[config.mk]
export PLATFORM = sky130hd
export DESIGN_NAME = ps2_host_tx
export DESIGN_NICKNAME = d
export VERILOG_FILES = /design/src/rtl/ps2_host_tx.sv
export SDC_FILE = /design/constraint.sdc
export NUM_CORES = 1
export LEC_CHECK = 0
export CORE_MARGIN = 3
export CORE_UTILIZATION = 35
export CTS_CLUSTER_SIZE = 25
export DETAILED_ROUTE_END_ITERATION = 8
export DONT_BUFFER_PORTS = 1
export HOLD_SLACK_MARGIN = 0.15
export PLACE_DENSITY = 0.57
export SYNTH_ARGS = -nofsm -noshare
export SYNTH_HDL_FRONTEND = slang
export SYNTH_SLANG_ARGS = --single-unit
[constraint.sdc]
create_clock -name clk -period 2.69 [get_ports clk]
set_input_delay 0.4035 -clock clk [delete_from_list [all_inputs] [get_ports clk]]
set_output_delay 0.4035 -clock clk [all_outputs]
set_load 0.01 [all_outputs]
[src/rtl/ps2_host_tx.sv]
// PS/2 host-to-device byte transmitter driving open-drain clock/data enables.
// Optional device-clock watchdog is enabled by defining PS2_TX_TIMEOUT_EN.
module ps2_host_tx #(
  parameter int INHIBIT_CYCLES = 12000,
  parameter int SETUP_CYCLES   = 200,
  parameter int FILTER_LEN     = 8,
  parameter int TIMEOUT_CYCLES = 2000000
) (
  input  logic       clk,
  input  logic       rst,
  input  logic [7:0] tx_data,
  input  logic       tx_valid,
  output logic       tx_ready,
  output logic       tx_done,
  output logic       tx_err,
  output logic       busy,
  input  logic       ps2_clk_in,
  input  logic       ps2_data_in,
  output logic       ps2_clk_oe,
  output logic       ps2_data_oe
);

  localparam int PH_MAX = (INHIBIT_CYCLES > SETUP_CYCLES) ? INHIBIT_CYCLES : SETUP_CYCLES;
  localparam int PH_W   = $clog2(PH_MAX + 1);
  localparam int FL_W   = $clog2(FILTER_LEN + 1);

  if (INHIBIT_CYCLES < 1 || SETUP_CYCLES < 1 || FILTER_LEN < 1 || TIMEOUT_CYCLES < 1) begin : g_param_check
    $error("ps2_host_tx: all cycle parameters must be at least 1");
  end

  typedef enum logic [2:0] {
    S_IDLE      = 3'd0,
    S_INHIBIT   = 3'd1,
    S_REQ       = 3'd2,
    S_XFER      = 3'd3,
    S_WAIT_IDLE = 3'd4,
    S_ERR       = 3'd5
  } state_t;

  state_t            state_q, state_d;
  logic              clk_s1_q, clk_s2_q;
  logic              dat_s1_q, dat_s2_q;
  logic              filt_clk_q, filt_clk_d;
  logic [FL_W-1:0]   filt_cnt_q, filt_cnt_d;
  logic              fall_q, fall_d;
  logic [PH_W-1:0]   ph_cnt_q, ph_cnt_d;
  logic [3:0]        bit_cnt_q, bit_cnt_d;
  logic [9:0]        shift_q, shift_d;
  logic              data_bit_q, data_bit_d;

`ifdef PS2_TX_TIMEOUT_EN
  localparam int TO_W = $clog2(TIMEOUT_CYCLES + 1);
  logic [TO_W-1:0]   to_cnt_q, to_cnt_d;
`endif

  // Glitch filter: accept a new clock level only after it persists FILTER_LEN cycles.
  always_comb begin
    filt_clk_d = filt_clk_q;
    filt_cnt_d = '0;
    if (clk_s2_q != filt_clk_q) begin
      if (filt_cnt_q == FL_W'(FILTER_LEN - 1)) begin
        filt_clk_d = clk_s2_q;
      end else begin
        filt_cnt_d = filt_cnt_q + FL_W'(1);
      end
    end
    fall_d = filt_clk_q & ~filt_clk_d;
  end

  always_ff @(posedge clk or posedge rst) begin
    if (rst) begin
      state_q    <= S_IDLE;
      clk_s1_q   <= 1'b1;
      clk_s2_q   <= 1'b1;
      dat_s1_q   <= 1'b1;
      dat_s2_q   <= 1'b1;
      filt_clk_q <= 1'b1;
      filt_cnt_q <= '0;
      fall_q     <= 1'b0;
      ph_cnt_q   <= '0;
      bit_cnt_q  <= '0;
      shift_q    <= '0;
      data_bit_q <= 1'b0;
`ifdef PS2_TX_TIMEOUT_EN
      to_cnt_q   <= '0;
`endif
    end else begin
      state_q    <= state_d;
      clk_s1_q   <= ps2_clk_in;
      clk_s2_q   <= clk_s1_q;
      dat_s1_q   <= ps2_data_in;
      dat_s2_q   <= dat_s1_q;
      filt_clk_q <= filt_clk_d;
      filt_cnt_q <= filt_cnt_d;
      fall_q     <= fall_d;
      ph_cnt_q   <= ph_cnt_d;
      bit_cnt_q  <= bit_cnt_d;
      shift_q    <= shift_d;
      data_bit_q <= data_bit_d;
`ifdef PS2_TX_TIMEOUT_EN
      to_cnt_q   <= to_cnt_d;
`endif
    end
  end

  always_comb begin
    state_d    = state_q;
    ph_cnt_d   = ph_cnt_q;
    bit_cnt_d  = bit_cnt_q;
    shift_d    = shift_q;
    data_bit_d = data_bit_q;
`ifdef PS2_TX_TIMEOUT_EN
    to_cnt_d   = to_cnt_q;
`endif
    case (state_q)
      S_IDLE: begin
        if (tx_valid) begin
          shift_d  = {1'b1, ~^tx_data, tx_data};
          ph_cnt_d = '0;
          state_d  = S_INHIBIT;
        end
      end
      S_INHIBIT: begin
        if (ph_cnt_q == PH_W'(INHIBIT_CYCLES - 1)) begin
          ph_cnt_d = '0;
          state_d  = S_REQ;
        end else begin
          ph_cnt_d = ph_cnt_q + PH_W'(1);
        end
      end
      S_REQ: begin
        if (ph_cnt_q == PH_W'(SETUP_CYCLES - 1)) begin
          ph_cnt_d   = '0;
          bit_cnt_d  = '0;
          data_bit_d = 1'b1;  // keep the start bit on the line until the first device clock
`ifdef PS2_TX_TIMEOUT_EN
          to_cnt_d   = '0;
`endif
          state_d    = S_XFER;
        end else begin
          ph_cnt_d = ph_cnt_q + PH_W'(1);
        end
      end
      S_XFER: begin
        if (fall_q) begin
          if (bit_cnt_q == 4'd10) begin
            data_bit_d = 1'b0;
            state_d    = dat_s2_q ? S_ERR : S_WAIT_IDLE;
          end else begin
            data_bit_d = ~shift_q[0];
            shift_d    = {1'b1, shift_q[9:1]};
            bit_cnt_d  = bit_cnt_q + 4'd1;
          end
        end
      end
      S_WAIT_IDLE: begin
        if (filt_clk_q && dat_s2_q) begin
          state_d = S_IDLE;
        end
      end
      S_ERR: begin
        state_d = S_IDLE;
      end
      default: begin
        state_d = S_IDLE;
      end
    endcase

`ifdef PS2_TX_TIMEOUT_EN
    // A legitimate completion in the same cycle wins over the watchdog.
    if (state_q == S_XFER || state_q == S_WAIT_IDLE) begin
      if (fall_q) begin
        to_cnt_d = '0;
      end else if (to_cnt_q == TO_W'(TIMEOUT_CYCLES - 1)) begin
        if (state_d == state_q) begin
          state_d = S_ERR;
        end
      end else begin
        to_cnt_d = to_cnt_q + TO_W'(1);
      end
    end
`endif
  end

  always_comb begin
    tx_ready    = (state_q == S_IDLE);
    busy        = ~tx_ready;
    ps2_clk_oe  = (state_q == S_INHIBIT) || (state_q == S_REQ);
    ps2_data_oe = (state_q == S_REQ) || ((state_q == S_XFER) && data_bit_q);
    tx_done     = (state_q == S_WAIT_IDLE) && filt_clk_q && dat_s2_q;
    tx_err      = (state_q == S_ERR);
  end

endmodule

==> summary.txt <==
Floorplanning
  • CORE AREA: about 6100 um2
  • Die height: between 80 and 90 um
  • I/O pins: 19
  • Placement Rows: 28
  • Die area: roughly 7400 um2
  • Die Wd: between 80 and 90 um
  • Initial core utilization: 0.370

Clocking
  • TritonCTS clock tree: built
  • H-tree Lvls: 2
  • Setup repair bufs after CTS: 0
  • Clk pin slew, worst setup/hold paths: 0.08 ns
  • TritonCTS Buffers: 5
  • Clk root buf: clkbuf_8
  • Clock sinks: between 40 and 50
  • Skew-Pair Late Insertion Delay: between 0.2 and 0.3 ns
  • CTS max path bufs: 2

Detailed routing
  • Drt drc: 0
  • WL/cell: between 10 and 15 um
  • DR pass1 iterations: 4
  • Iteration-0 DRC Markers: 65
  • Vias: around 1800
  • Routed WL: approximately 4400 um
  • Detailed-route vias per instance: 5.29
  • Routed Antenna Nets: 0

STA
  • Final Hold Slack: between 0.2 and 0.3 ns
  • Relative slew margins: 0.253
  • Final Critical Period: roughly 2.3 ns
  • Crit share post-route: 0.848
  • Final WS setup: approximately 0.41 ns
  • Slew Limit Fails: 0
  • Final setup vio count: 0
  • Fmax: 439 MHz
  • Clock Skew: between 0.002 and 0.003 ns
  • Worst Tran Pin Value: ~1.1 ns
  • RSZ-0062 raised after global routing: false
  • Final setup TNS: 0 ns
  • Final Hold Viols: 0

Yosys
  • Synthesized area: roughly 2300 um2
  • Most used DFF post-synth: dfrtp_1
  • Post-synthesis async set-or-reset flop share: 1.00
  • Top-count cell post-synth: nand2_1
  • Area contributors post-synth: dfrtp_1 (41%), nand2_1 (8.5%), dfstp_2 (5.8%)
  • Post-synth top area share: 0.410
  • Post-Synthesis Cells: 256
  • Commonest cells post-synth: nand2_1 (51), dfrtp_1 (37), nor2_1 (20), o21ai_0 (14), xnor2_1 (12)
  • FF+latch count, synth: 42
  • Post-Syn Area per Cell: 8.81 um2
  • Netlist cell types: between 40 and 50
  • Syn_nets: 273
  • Seq/Total Area, Yosys: 0.469
  • Post-synth EDFFs: 0
  • Yosys top cell by area: dfrtp_1
  • Synth warn: 0

Critical path
  • Worst R2R Path Depth: 7
  • Critical Path RT: 2.90 ns
  • Crit-path max FO: 11
  • Max stage delay on crit path: ~0.84 ns
  • Critical path endpoint category: flip-flop
  • Setup slack, reg-to-reg: around 0.4 ns
  • End point of the critical path: ph_cnt_q[3]$_DFFE_PP0P_
  • Slowest cell on crit path: nor3_1
  • Crit Path Category: reg2reg
  • Reg2Reg Launch Point: ph_cnt_q[0]$_DFFE_PP0P_
  • Critical Path Source: ph_cnt_q[0]$_DFFE_PP0P_
  • Worst-path cell chain: ha_1, nand4_1, nor4_2, nor3_1, nor2_1, buf_4, o211ai_1
  • RR Endpoint: ph_cnt_q[3]$_DFFE_PP0P_
  • Critical Path AT: 2.49 ns
  • Worst setup SP type: flip-flop

GRT
  • Overall global routing resource usage: 0.132
  • Initial antenna violation count: 0
  • Vias in the first global route: 1738
  • Largest net degree at the start of global routing: between 40 and 50
  • Global-route wire length before repair: around 7900 um
  • Remaining global-route overflow: 0

Power and ir drop
  • LEAKAGE: 0.00105 uW
  • Worst vdd ir: ~0.00035 V
  • PD cells: 708 nW/um2
  • Power, Total: roughly 1700 uW

Layout
  • Nets: between 200 and 300
  • Post-route cell area: ~2500 um2
  • Area Overhead vs Synth: 9.54%
  • Layout cells sized above 1: 0.0996
  • Ant diodes: 0

Placed design
  • GP Congestion: between 0.7 and 0.8
  • Dpl hpwl: between 3000 and 4000 um
  • Post-DP Area: about 2300 um2
  • Buffers on Ports: 0
  • Worst Setup Slack post-DPL: about 0.45 ns

Worst hold path
  • Hold Crit Class: in2reg
  • WHS Path Cells: 2

Outcome
  • Status: finished clean

Job
  • Max cap viols: 0
[kinds of logic after synthesis]
group           after synthesis  synth area share
simple gates                124             0.271
compound gates               50             0.134
flops                        42             0.469
buf+inv                      20            0.0388
xor+xnor                     12            0.0466
mux                           4            0.0189
fa+ha+maj                     4            0.0222
[layout make-up]
| type | count | area, um2 |
|---|---|---|
| Multi-Input combinational cell | 194 | 1120 |
| Fill cell | 629 | 3620 |
| Inverter | 7 | 26.3 |
| Timing Repair Buffer | 10 | 82.6 |
| Sequential cell | 42 | 1060 |
| Clock buffer | 6 | 82.6 |
| Clock inverter | 2 | 12.5 |
| Tap cell | 75 | 93.8 |
[metal layers]
metal	global-route usage	part of all wire
met5	0	0
met4	0.0411	0.0097
met3	0.0323	0.049
met2	0.207	0.46
met1	0.180	0.49
[layout by cell type (no fill, tap or decap), drive strengths merged, types with 3 or more instances in the layout]
cell / Yosys / routed
dfrtp: 37 / 37
a21oi: 8 / 8
a31oi: 10 / 10
ha: 4 / 4
nor3b: 3 / 3
xnor2: 12 / 12
dfstp: 5 / 5
nor2: 20 / 20
o211ai: 7 / 7
nand3: 6 / 6
o21ai: 15 / 15
nand3b: 3 / 3
nor3: 8 / 8
buf: 6 / 7
nor4: 3 / 3
nor2b: 6 / 6
and3: 5 / 5
clkbuf: 7 / 6
and2: 4 / 4
o22ai: 4 / 4
nand2: 51 / 51
inv: 7 / 7
nand4: 5 / 5
dlygate4sd3: 0 / 3
[stage by stage]
step	utilization	cells
5_1_grt	0.405	336
2_1_floorplan	-	256
3_3_place_gp	0.385	325
3_5_place_dp	0.385	325
6_report	0.405	336
4_1_cts	0.405	336
[state kept, by name (all words and copies together), names as in the netlist]
register    cells
bit_cnt_q       4
clk_s1_q        1
clk_s2_q        1
dat_s1_q        1
dat_s2_q        1
data_bit_q      1
fall_q          1
filt_clk_q      1
filt_cnt_q      4
ph_cnt_q       14
shift_q        10
state_q         3
[power by group]
part / internal, uW / leakage (uW) / switching, uW
Clock: 206 / 0.0000472 / 218
Combinational: 196 / 0.000471 / 258
Sequential: 762 / 0.000528 / 110
Total: 1160 / 0.00105 / 586
[worst min-delay path by stage]
stage,start,endpoint,slack [ns]
2_1_floorplan,clk_s1_q$_DFF_PP1_,clk_s2_q$_DFF_PP1_,0.35
3_3_place_gp,clk_s1_q$_DFF_PP1_,clk_s2_q$_DFF_PP1_,0.35
3_5_place_dp,dat_s1_q$_DFF_PP1_,dat_s2_q$_DFF_PP1_,0.35
4_1_cts,tx_data[6],shift_q[6]$_DFFE_PP0P_,0.24
5_1_grt,tx_data[3],shift_q[3]$_DFFE_PP0P_,0.26
6_report,tx_data[6],shift_q[6]$_DFFE_PP0P_,0.25
[critical path, delay by kind of cell (launching register included)]
family | cells | cell delay [ns]
flops | 1 | 0.41
buf+inv | 1 | 0.22
fa+ha+maj | 1 | 0.24
simple gates | 4 | 1.14
compound gates | 1 | 0.18
[repair_timing]
| action | in CTS | in global routing |
|---|---|---|
| resized for setup | 0 | 0 |
| hold endpoints to repair | 35 | 0 |
| hold buffers | 3 | 0 |
No activity file was read; power rests on OpenSTA's default activity.
